[src/rtl/sb_cfg_pkg.sv]
// sb_cfg_pkg: shared geometry, side-select codes, error codes and loader states.
package sb_cfg_pkg;
    localparam int N_TB  = 5;
    localparam int N_LR  = 4;
    localparam int SEL_W = 3;
    localparam int IDX_W = 3;
    localparam int E     = SEL_W + IDX_W;
    localparam int NENT  = 2 * N_TB + 2 * N_LR;
    localparam int PAY   = E * NENT;
    localparam int CNT_W = 7;
    localparam logic [7:0] SYNC = 8'hA5;
    localparam logic [SEL_W-1:0] SIDE_NONE   = 3'd0;
    localparam logic [SEL_W-1:0] SIDE_TOP    = 3'd1;
    localparam logic [SEL_W-1:0] SIDE_RIGHT  = 3'd2;
    localparam logic [SEL_W-1:0] SIDE_BOTTOM = 3'd3;
    localparam logic [SEL_W-1:0] SIDE_LEFT   = 3'd4;
    localparam logic [1:0] ERR_NONE = 2'b00;
    localparam logic [1:0] ERR_PAR  = 2'b01;
    localparam logic [1:0] ERR_ILL  = 2'b10;
    typedef enum logic [1:0] {S_IDLE, S_LOAD, S_PAR, S_CHECK} state_t;
endpackage

[src/rtl/sb_entry_check.sv]
// sb_entry_check: flags a select word whose side code is unknown or whose index
// exceeds the pin count of the side it selects.
module sb_entry_check
    import sb_cfg_pkg::*;
(
    input  logic [E-1:0]   ent_i,
    input  logic [IDX_W:0] lim_tb_i,
    input  logic [IDX_W:0] lim_lr_i,
    output logic           illegal_o
);
    logic [SEL_W-1:0] sel;
    logic [IDX_W:0]   idx;
    assign sel = ent_i[SEL_W-1:0];
    assign idx = {1'b0, ent_i[E-1:SEL_W]};
    assign illegal_o = (sel > SIDE_LEFT)
        || ((sel == SIDE_TOP || sel == SIDE_BOTTOM) && idx >= lim_tb_i)
        || ((sel == SIDE_RIGHT || sel == SIDE_LEFT) && idx >= lim_lr_i);
endmodule

[src/rtl/sb_cfg_loader.sv]
// sb_cfg_loader: hunts for the sync word, shifts one frame into a shadow register
// and commits it to the active switch-box selects only if parity and entries are clean.
module sb_cfg_loader
    import sb_cfg_pkg::*;
(
    input  logic              clk,
    input  logic              rst,
    input  logic              cfg_valid,
    input  logic              cfg_bit,
    output logic              cfg_ready,
    input  logic              cfg_abort,
    output logic [N_TB*E-1:0] cfg_top,
    output logic [N_TB*E-1:0] cfg_bottom,
    output logic [N_LR*E-1:0] cfg_left,
    output logic [N_LR*E-1:0] cfg_right,
    output logic              busy,
    output logic              cfg_done,
    output logic              cfg_err,
    output logic [1:0]        err_code
);
    localparam int OFF_L = 2 * N_TB * E;
    localparam int OFF_R = OFF_L + N_LR * E;
    state_t           state_q, state_d;
    logic [7:0]       hunt_q, hunt_d, hunt_nx;
    logic [CNT_W-1:0] cnt_q, cnt_d;
    logic [PAY-1:0]   shadow_q, shadow_d, act_q, act_d;
    logic             par_q, par_d, done_q, done_d, err_q, err_d;
    logic [1:0]       code_q, code_d;
    logic [NENT-1:0]  illegal;
    logic             acc, bad_par, bad_ent;
    // First bit received lands at bit 0, so entry i ends up at [6i+5:6i].
    for (genvar g = 0; g < NENT; g++) begin : g_chk
        sb_entry_check u_chk (
            .ent_i     (shadow_q[g*E +: E]),
            .lim_tb_i  ((IDX_W+1)'(N_TB)),
            .lim_lr_i  ((IDX_W+1)'(N_LR)),
            .illegal_o (illegal[g])
        );
    end
    assign cfg_ready  = state_q != S_CHECK;
    assign busy       = state_q != S_IDLE;
    assign acc        = cfg_valid & cfg_ready;
    assign hunt_nx    = {hunt_q[6:0], cfg_bit};
    assign bad_par    = par_q;
    assign bad_ent    = |illegal;
    assign cfg_top    = act_q[0 +: N_TB*E];
    assign cfg_bottom = act_q[N_TB*E +: N_TB*E];
    assign cfg_left   = act_q[OFF_L +: N_LR*E];
    assign cfg_right  = act_q[OFF_R +: N_LR*E];
    assign cfg_done   = done_q;
    assign cfg_err    = err_q;
    assign err_code   = code_q;
    always_comb begin
        state_d  = state_q;
        hunt_d   = hunt_q;
        cnt_d    = cnt_q;
        shadow_d = shadow_q;
        act_d    = act_q;
        par_d    = par_q;
        code_d   = code_q;
        done_d   = 1'b0;
        err_d    = 1'b0;
        unique case (state_q)
            S_IDLE: begin
                if (cfg_abort) hunt_d = '0;
                else if (acc && hunt_nx == SYNC) begin
                    state_d = S_LOAD;
                    hunt_d  = '0;
                    cnt_d   = '0;
                    par_d   = 1'b0;
                    code_d  = ERR_NONE;
                end else if (acc) hunt_d = hunt_nx;
            end
            S_LOAD: begin
                if (cfg_abort) state_d = S_IDLE;
                else if (acc) begin
                    shadow_d = {cfg_bit, shadow_q[PAY-1:1]};
                    par_d    = par_q ^ cfg_bit;
                    state_d  = cnt_q == CNT_W'(PAY - 1) ? S_PAR : S_LOAD;
                    cnt_d    = cnt_q + CNT_W'(1);
                end
            end
            S_PAR: begin
                if (cfg_abort) state_d = S_IDLE;
                else if (acc) begin
                    par_d   = par_q ^ cfg_bit;
                    state_d = S_CHECK;
                end
            end
            S_CHECK: begin
                state_d = S_IDLE;
                done_d  = !bad_par && !bad_ent;
                err_d   = bad_par || bad_ent;
                act_d   = err_d ? act_q : shadow_q;
                code_d  = err_d ? ((bad_par ? ERR_PAR : ERR_NONE) | (bad_ent ? ERR_ILL : ERR_NONE)) : code_q;
            end
            default: state_d = S_IDLE;
        endcase
    end
    always_ff @(posedge clk) begin
        if (rst) begin
            state_q  <= S_IDLE;
            hunt_q   <= '0;
            cnt_q    <= '0;
            shadow_q <= '0;
            act_q    <= '0;
            par_q    <= 1'b0;
            code_q   <= ERR_NONE;
            done_q   <= 1'b0;
            err_q    <= 1'b0;
        end else begin
            state_q  <= state_d;
            hunt_q   <= hunt_d;
            cnt_q    <= cnt_d;
            shadow_q <= shadow_d;
            act_q    <= act_d;
            par_q    <= par_d;
            code_q   <= code_d;
            done_q   <= done_d;
            err_q    <= err_d;
        end
    end
endmodule

[config.mk]
export PLATFORM = sky130hd
export DESIGN_NAME = sb_cfg_loader
export DESIGN_NICKNAME = d
export VERILOG_FILES = /design/src/rtl/sb_cfg_pkg.sv /design/src/rtl/sb_entry_check.sv /design/src/rtl/sb_cfg_loader.sv
export SDC_FILE = /design/constraint.sdc
export NUM_CORES = 1
export LEC_CHECK = 0
export CAP_MARGIN = 15
export CORE_UTILIZATION = 34
export CTS_BUF_LIST = sky130_fd_sc_hd__clkbuf_8
export CTS_CLUSTER_DIAMETER = 40
export CTS_CLUSTER_SIZE = 40
export DETAILED_ROUTE_END_ITERATION = 10
export GPL_ROUTABILITY_DRIVEN = 0
export PLACE_DENSITY = 0.49
export SLEW_MARGIN = 20
export SYNTH_ARGS = -nofsm -noshare
export SYNTH_HDL_FRONTEND = slang
export SYNTH_SLANG_ARGS = --single-unit
export TNS_END_PERCENT = 10
[constraint.sdc]
create_clock -name clk -period 2.6 [get_ports clk]
set_input_delay 0.52 -clock clk [delete_from_list [all_inputs] [get_ports clk]]
set_output_delay 0.52 -clock clk [all_outputs]
set_load 0.01 [all_outputs]
==> qor.yml, run 1 <==
run_status:
  outcome: "finished, final reports clean"
timing:
  fin_skew_ns: 0.0341
  rsz0062_at_grt: "yes"
  min_period_ns: 2.53
  setup_violations: 0
  fmax_mhz: 396
  hold_viol: 0
  fin_ws_ns: 0.0732
  fin_crit_sh: 0.972
  slew_headroom: 0.543
  slew_violations: 0
  tightest_slew_ns: 0.676
yosys:
  synth_edf_count: 0
  syn_avg_cell_area_um2: 8.03
  seq_area_frac_synth: 0.506
  ys_ff_latch: 237
  ys_warn_count: 0
  syn_inst: 1168
  post_synth_num_cell_types: 45
  async_flop_share: 0
  netlist_area_um2: 9380
  ys.flop_type: "dfxtp_1"
  syn-num-nets: 1178
detailed_routing:
  post-route-drc-count: 0
  initialDrtViolationCount: 575
  wl_per_cell_um: 17.1
  wl_um: 28700
  via_per_inst: 5.35
  via_count: 8976
  postRouteAntennaNets: 0
  dr.pass1.iters: 7
cts:
  cts_sinks: 237
  numCtsBuffers: 39
  cts_hold_buf: 0
  clockBufferDepth: 3
  cts_max_level: 2
  cts_root_buf: "clkbuf_8"
  clkLatencyLatePin_ns: 0.55
  clk_pin_slew_ns: 0.08
  tritoncts: "done"
  post_cts_buffers: 0
worst_setup_path:
  crit_chain: "o31a_1 -> or4_4 -> or4_4 -> bufbuf_16 -> o21ai_0 -> a21oi_1"
  crit_buf_inv: 1
  critPathKind: "flip-flop to flip-flop"
  crit_fanout: 35
  critPathTopFamily: "simple AND/OR/NAND/NOR gates"
  arrival_ns: 2.94
  crit_path_frequent_cell: "or4_4"
  start_kind: "flip-flop"
  cpPeakStageDelay_ns: 0.59
  cp.required_ns: 3.02
  crit_slowest_cell: "or4_4"
  endpoint_kind: "flip-flop"
final_layout:
  regArea_um2: 4740
  diodes: 0
  multi_input_area_um2: 4230
  fin_util: 0.460
  area_delta_synth_final_pct: 32.6
  layoutNonFillerInstCount: 1678
  drive_gt1_frac: 0.133
  nFillCells: 2708
  nets: 1322
min_path:
  min_path_type: "primary input to flip-flop"
die:
  die_h_um: 168
  rows: 60
  num_io_pins: 119
  coreArea_um2: 27000
  die_area_um2: 28200
  start_util: 0.347
  dieWidth_um: 168
pwr:
  peakVddDrop_uv: 339
  p_per_area_nw_per_um2: 614
  p_leak_nw: 4.15
  finalPower_w: 0.00763
global_route:
  grt_start_max_net_pins: 109
  grt_remaining_overflow: 0
  grt_use_total: 0.202
  antenna_found_initial: 0
  grt_first_pass_wirelength_um: 46900
  grt_pass1_vias: 8562
place:
  pre_cts_slack_ns: -0.0832
  portBuffers: 118
  hpwl_um: 17400
  placed_cells: 1611
run:
  timing.max_cap.violations: 0
[path summary, 6_finish.rpt]
path,start,to,slack (ns),cells after the start
setup / recovery,shadow_q[30],act_q[44],0.07,6
hold / removal,rst,hunt_q[3],0.42,2
setup reg to reg,shadow_q[30],act_q[44],0.07,6
hold reg to reg,act_q[1],act_q[1],0.47,2
[sequential cells by signal (all words and copies together) (netlist names)]
register,flops
act_q,108
shadow_q,108
cnt_q,7
hunt_q,7
err_code,2
state_q,2
bad_par,1
cfg_done,1
cfg_err,1
[logic make-up after synthesis]
kind of cell	count (synthesis)	synth area share
buffers and inverters	116	0.0506
DFF	237	0.506
and+or+nand+nor	400	0.203
adders and majority gates	5	0.00667
AOI/OAI and AO/OA	404	0.228
xor gates and xnor gates	6	0.00560
[timing repair]
item,4_1_cts,5_1_grt
cloned,1,0
gates resized for setup,2,17
pin swaps,0,1
endpoints found under the setup margin,99,87
[per-stage QoR]
stage                     instance area, µm²  TNS [ns]  hold WS, ns
after CTS                              12400         0        0.397
after floorplan                         9380         0        0.453
after detailed placement               11500     -3.15        0.464
after global placement                 11500     -1.18        0.457
final                                  12400         0        0.416
after global routing                   12400  -0.00555        0.404
[synthesized netlist by cell type, types with 2 or more instances]
cell type	number	share of area
nor2_1	30	0.012
and3_1	3	0.0020
buf_1	4	0.0016
clkbuf_1	90	0.036
a31oi_1	2	0.0013
nand2_1	223	0.089
o21bai_1	3	0.0024
ha_1	5	0.0067
a211oi_1	3	0.0024
buf_2	13	0.0069
inv_1	6	0.0024
nand4_1	115	0.077
o31ai_1	14	0.011
a22oi_1	6	0.0048
o22ai_1	3	0.0020
o21ai_1	22	0.012
o21ai_0	107	0.057
a21oi_1	232	0.12
xor2_1	5	0.0047
nor2b_1	3	0.0020
a311oi_1	2	0.0019
nor3_1	2	0.0011
nand2b_1	2	0.0013
nor3b_1	9	0.0072
a32oi_1	3	0.0028
nand3_1	2	0.0011
buf_6	3	0.0036
dfxtp_1	237	0.51
o2111ai_1	2	0.0019
or3b_2	2	0.0019
[worst reg2reg max path, stage by stage, from the launching register on]
cell	delay, ns
dfxtp_1	0.32
o31a_1	0.33
or4_4	0.54
or4_4	0.59
bufbuf_16	0.35
o21ai_0	0.18
a21oi_1	0.08
[metal layers]
layer / global-route usage / part of all wire
met5: 0 / 0
met4: 0.0569 / 0.018
met3: 0.0364 / 0.043
met2: 0.309 / 0.45
met1: 0.290 / 0.49
[layout by cell type, fill, tap and decap left out, types with 3 or more instances in the layout]
master	n
ha_1	4
nor2_1	29
o21ai_0	99
o31ai_1	10
buf_4	76
xor2_1	5
nand4_1	115
bufinv_16	5
o21ai_1	29
nor3b_1	7
inv_1	8
a22oi_1	6
nand2_1	222
a32oi_1	3
o22ai_1	3
clkbuf_8	42
clkinv_2	3
inv_6	4
o21bai_1	3
dfxtp_1	237
a21oi_1	232
clkdlybuf4s50_1	117
buf_6	3
nor2b_1	3
clkinvlp_4	4
a211oi_1	3
o31ai_2	4
clkinv_4	4
and3_1	3
buf_12	16
[power by group]
| part | switching (W) | internal, W | total [W] |
|---|---|---|---|
| registers | 0.00000481 | 0.00363 | 0.00364 |
| logic | 0.000192 | 0.0000664 | 0.000259 |
| clock network | 0.00167 | 0.00206 | 0.00373 |
[layout make-up]
class	instances	area share
sequential	237	0.382
multi-input combinational	815	0.341
timing repair buffer	213	0.171
clock buffer	42	0.0465
tap	341	0.0343
clock inverter	24	0.0238
inverter	6	0.00181
Power figures use the tool's default switching activity.
==> run 2: changes to the inputs <==
==> constraint.sdc (replaced) <==
create_clock -name clk -period 2.6 [get_ports clk]
set_input_delay 0.26 -clock clk [delete_from_list [all_inputs] [get_ports clk]]
set_output_delay 0.26 -clock clk [all_outputs]
set_load 0.01 [all_outputs]
==> run 2 against run 1 <==
  * Combinational power is 2% lower
  * Via count is 0.41% lower
  * Final cell count up 0.89%
  * Cell area rose by 1.4%
  * Register-to-register slack better by 0.03 ns
  * Die area stayed put
  * Critical endpoint is now act_q[53]
==> qor.yml, run 2 (synthesis gave the netlist of run 1 again) <==
run_status:
  outcome: "finished, final reports clean"
pwr:
  p_leak_nw: 4.26
  peakVddDrop_uv: 371
  p_sw_w: 0.00185
  power.internal_w: 0.00599
  finalPower_w: 0.00784
  swShare: 0.236
  p_clk_frac: 0.503
  p_comb_frac: 0.032
  pwr-share-seq: 0.464
  p_per_area_nw_per_um2: 622
final_layout:
  diodes: 0
  reg_top3: "act_q: 108 flops, shadow_q: 108 flops"
  final_cell_mix: "dfxtp_1 (237), a21oi_1 (232), nand2_1 (222)"
  area_delta_synth_final_pct: 34.4
  nets: 1331
  drive_gt1_frac: 0.140
  layout_commonest_cell: "dfxtp_1"
die:
  num_io_pins: 119
  die_h_um: 168
  coreArea_um2: 27000
  die_area_um2: 28200
  dieWidth_um: 168
  start_util: 0.347
  rows: 60
detailed_routing:
  post-route-drc-count: 0
  postRouteAntennaNets: 0
  met1_length_um: 13700
  wl_um: 28400
  dr.pass1.iters: 5
  wl_per_cell_um: 16.7
  top_layer_used: "met4"
  met2WireLength_um: 12700
  via_per_inst: 5.28
  initialDrtViolationCount: 562
  via_count: 8939
  wl_met3_um: 1460
worst_setup_path:
  reg2reg_depth: 8
  critPathTopFamily: "compound AO/OA/AOI/OAI gates"
  crit_slowest_cell: "or4_4"
  crit_path_frequent_cell: "o21ai_0"
  cp.required_ns: 3.02
  cpPeakStageDelay_ns: 0.61
  crit_fanout: 36
  crit_buf_inv: 2
  r2r_slack_ns: 0.11
  arrival_ns: 2.91
  start_kind: "flip-flop"
  r2r_end: "act_q[53]"
  critPathKind: "flip-flop to flip-flop"
  r2r_start: "shadow_q[102]"
  endpoint_kind: "flip-flop"
  crit_chain: "o31ai_1 -> buf_4 -> o21ai_0 -> a2111o_1 -> or4_4 -> buf_8 -> o21ai_0 -> a21oi_1"
cts:
  clockBufferDepth: 3
  clkLatencyLatePin_ns: 0.55
  tritoncts: "done"
  post_cts_buffers: 0
  cts_root_buf: "clkbuf_8"
  cts_max_level: 2
  numCtsBuffers: 40
  clk_pin_slew_ns: 0.07
  cts_hold_buf: 0
  cts_sinks: 237
timing:
  slew_headroom: 0.556
  hold_viol: 0
  fmax_mhz: 401
  fin_skew_ns: 0.0287
  fin_crit_sh: 0.959
  tightest_slew_ns: 0.665
  rsz0062_at_grt: "no"
  slew_violations: 0
  setup_violations: 0
  fin_ws_ns: 0.107
  min_period_ns: 2.49
min_path:
  worstHoldEndpoint: "hunt_q[4]"
  hold_start: "rst"
  min_path_type: "primary input to flip-flop"
  whs_path_depth: 2
global_route:
  grt_pass1_vias: 8607
  grt_first_pass_wirelength_um: 46400
  grt_remaining_overflow: 0
  grt_use_total: 0.201
  grt_start_max_net_pins: 109
  antenna_found_initial: 0
place:
  portBuffers: 118
  hpwl_um: 17600
  pre_cts_slack_ns: -0.112
run:
  timing.max_cap.violations: 0
-- run 2: area by class of cell --
cell class                      instances  area (µm²)
Multi-Input combinational cell        815        4230
Timing Repair Buffer                  221        2220
Sequential cell                       237        4740
Clock buffer                           47         647
Inverter                                6        22.5
Tap cell                              341         427
Clock inverter                         26         309
Fill cell                            2714       14400
-- run 2: power by group through the flow --
stage / clock network [W] / registers (W) / logic, W
5_1_grt: 0.00423 / 0.00364 / 0.000280
3_3_place_gp: 0 / 0.00372 / 0.000259
3_5_place_dp: 0 / 0.00372 / 0.000256
2_1_floorplan: 0 / 0.00372 / 0.000160
6_report: 0.00395 / 0.00364 / 0.000254
4_1_cts: 0.00404 / 0.00364 / 0.000258
-- run 2: worst max-delay path by stage --
stage	start	endpoint	slack [ns]	cells after the start
2_1_floorplan	state_q[1]	act_q[28]	0.18	10
3_3_place_gp	shadow_q[18]	act_q[40]	-0.009	7
3_5_place_dp	shadow_q[18]	act_q[53]	-0.11	7
4_1_cts	shadow_q[78]	act_q[94]	0.05	8
5_1_grt	shadow_q[78]	act_q[99]	0.004	8
6_report	shadow_q[102]	act_q[53]	0.11	8
-- run 2: what timing repair did --
item,CTS,global route
endpoints found under the setup margin,100,43
gates cloned,1,0
hold endpoints to repair,0,0
pin swaps,0,2
resized for setup,5,11
-- run 2: worst register-to-register path, stage by stage, from the launching register on --
cell and delay (ns):
dfxtp_1 0.31, o31ai_1 0.28, buf_4 0.17, o21ai_0 0.08, a2111o_1 0.37, or4_4 0.61, buf_8 0.22, o21ai_0 0.22
a21oi_1 0.10
-- run 2: routing by layer --
layer  vias up  GRT usage
li1       4496          -
met1      4190      0.282
met2       212      0.314
met3        41     0.0390
met4         0     0.0545
met5         -          0
-- run 2: metrics by stage --
stage,area [µm²],std cells,hold WS (ns),util,setup TNS (ns)
global route,12600,1693,0.0912,0.466,0
global placement,11600,1619,0.457,0.428,-0.0251
CTS,12600,1693,0.0815,0.466,0
floorplan,9380,1168,0.396,-,0
finish,12600,1693,0.113,0.466,0
detailed placement,11600,1619,0.467,0.428,-3.13
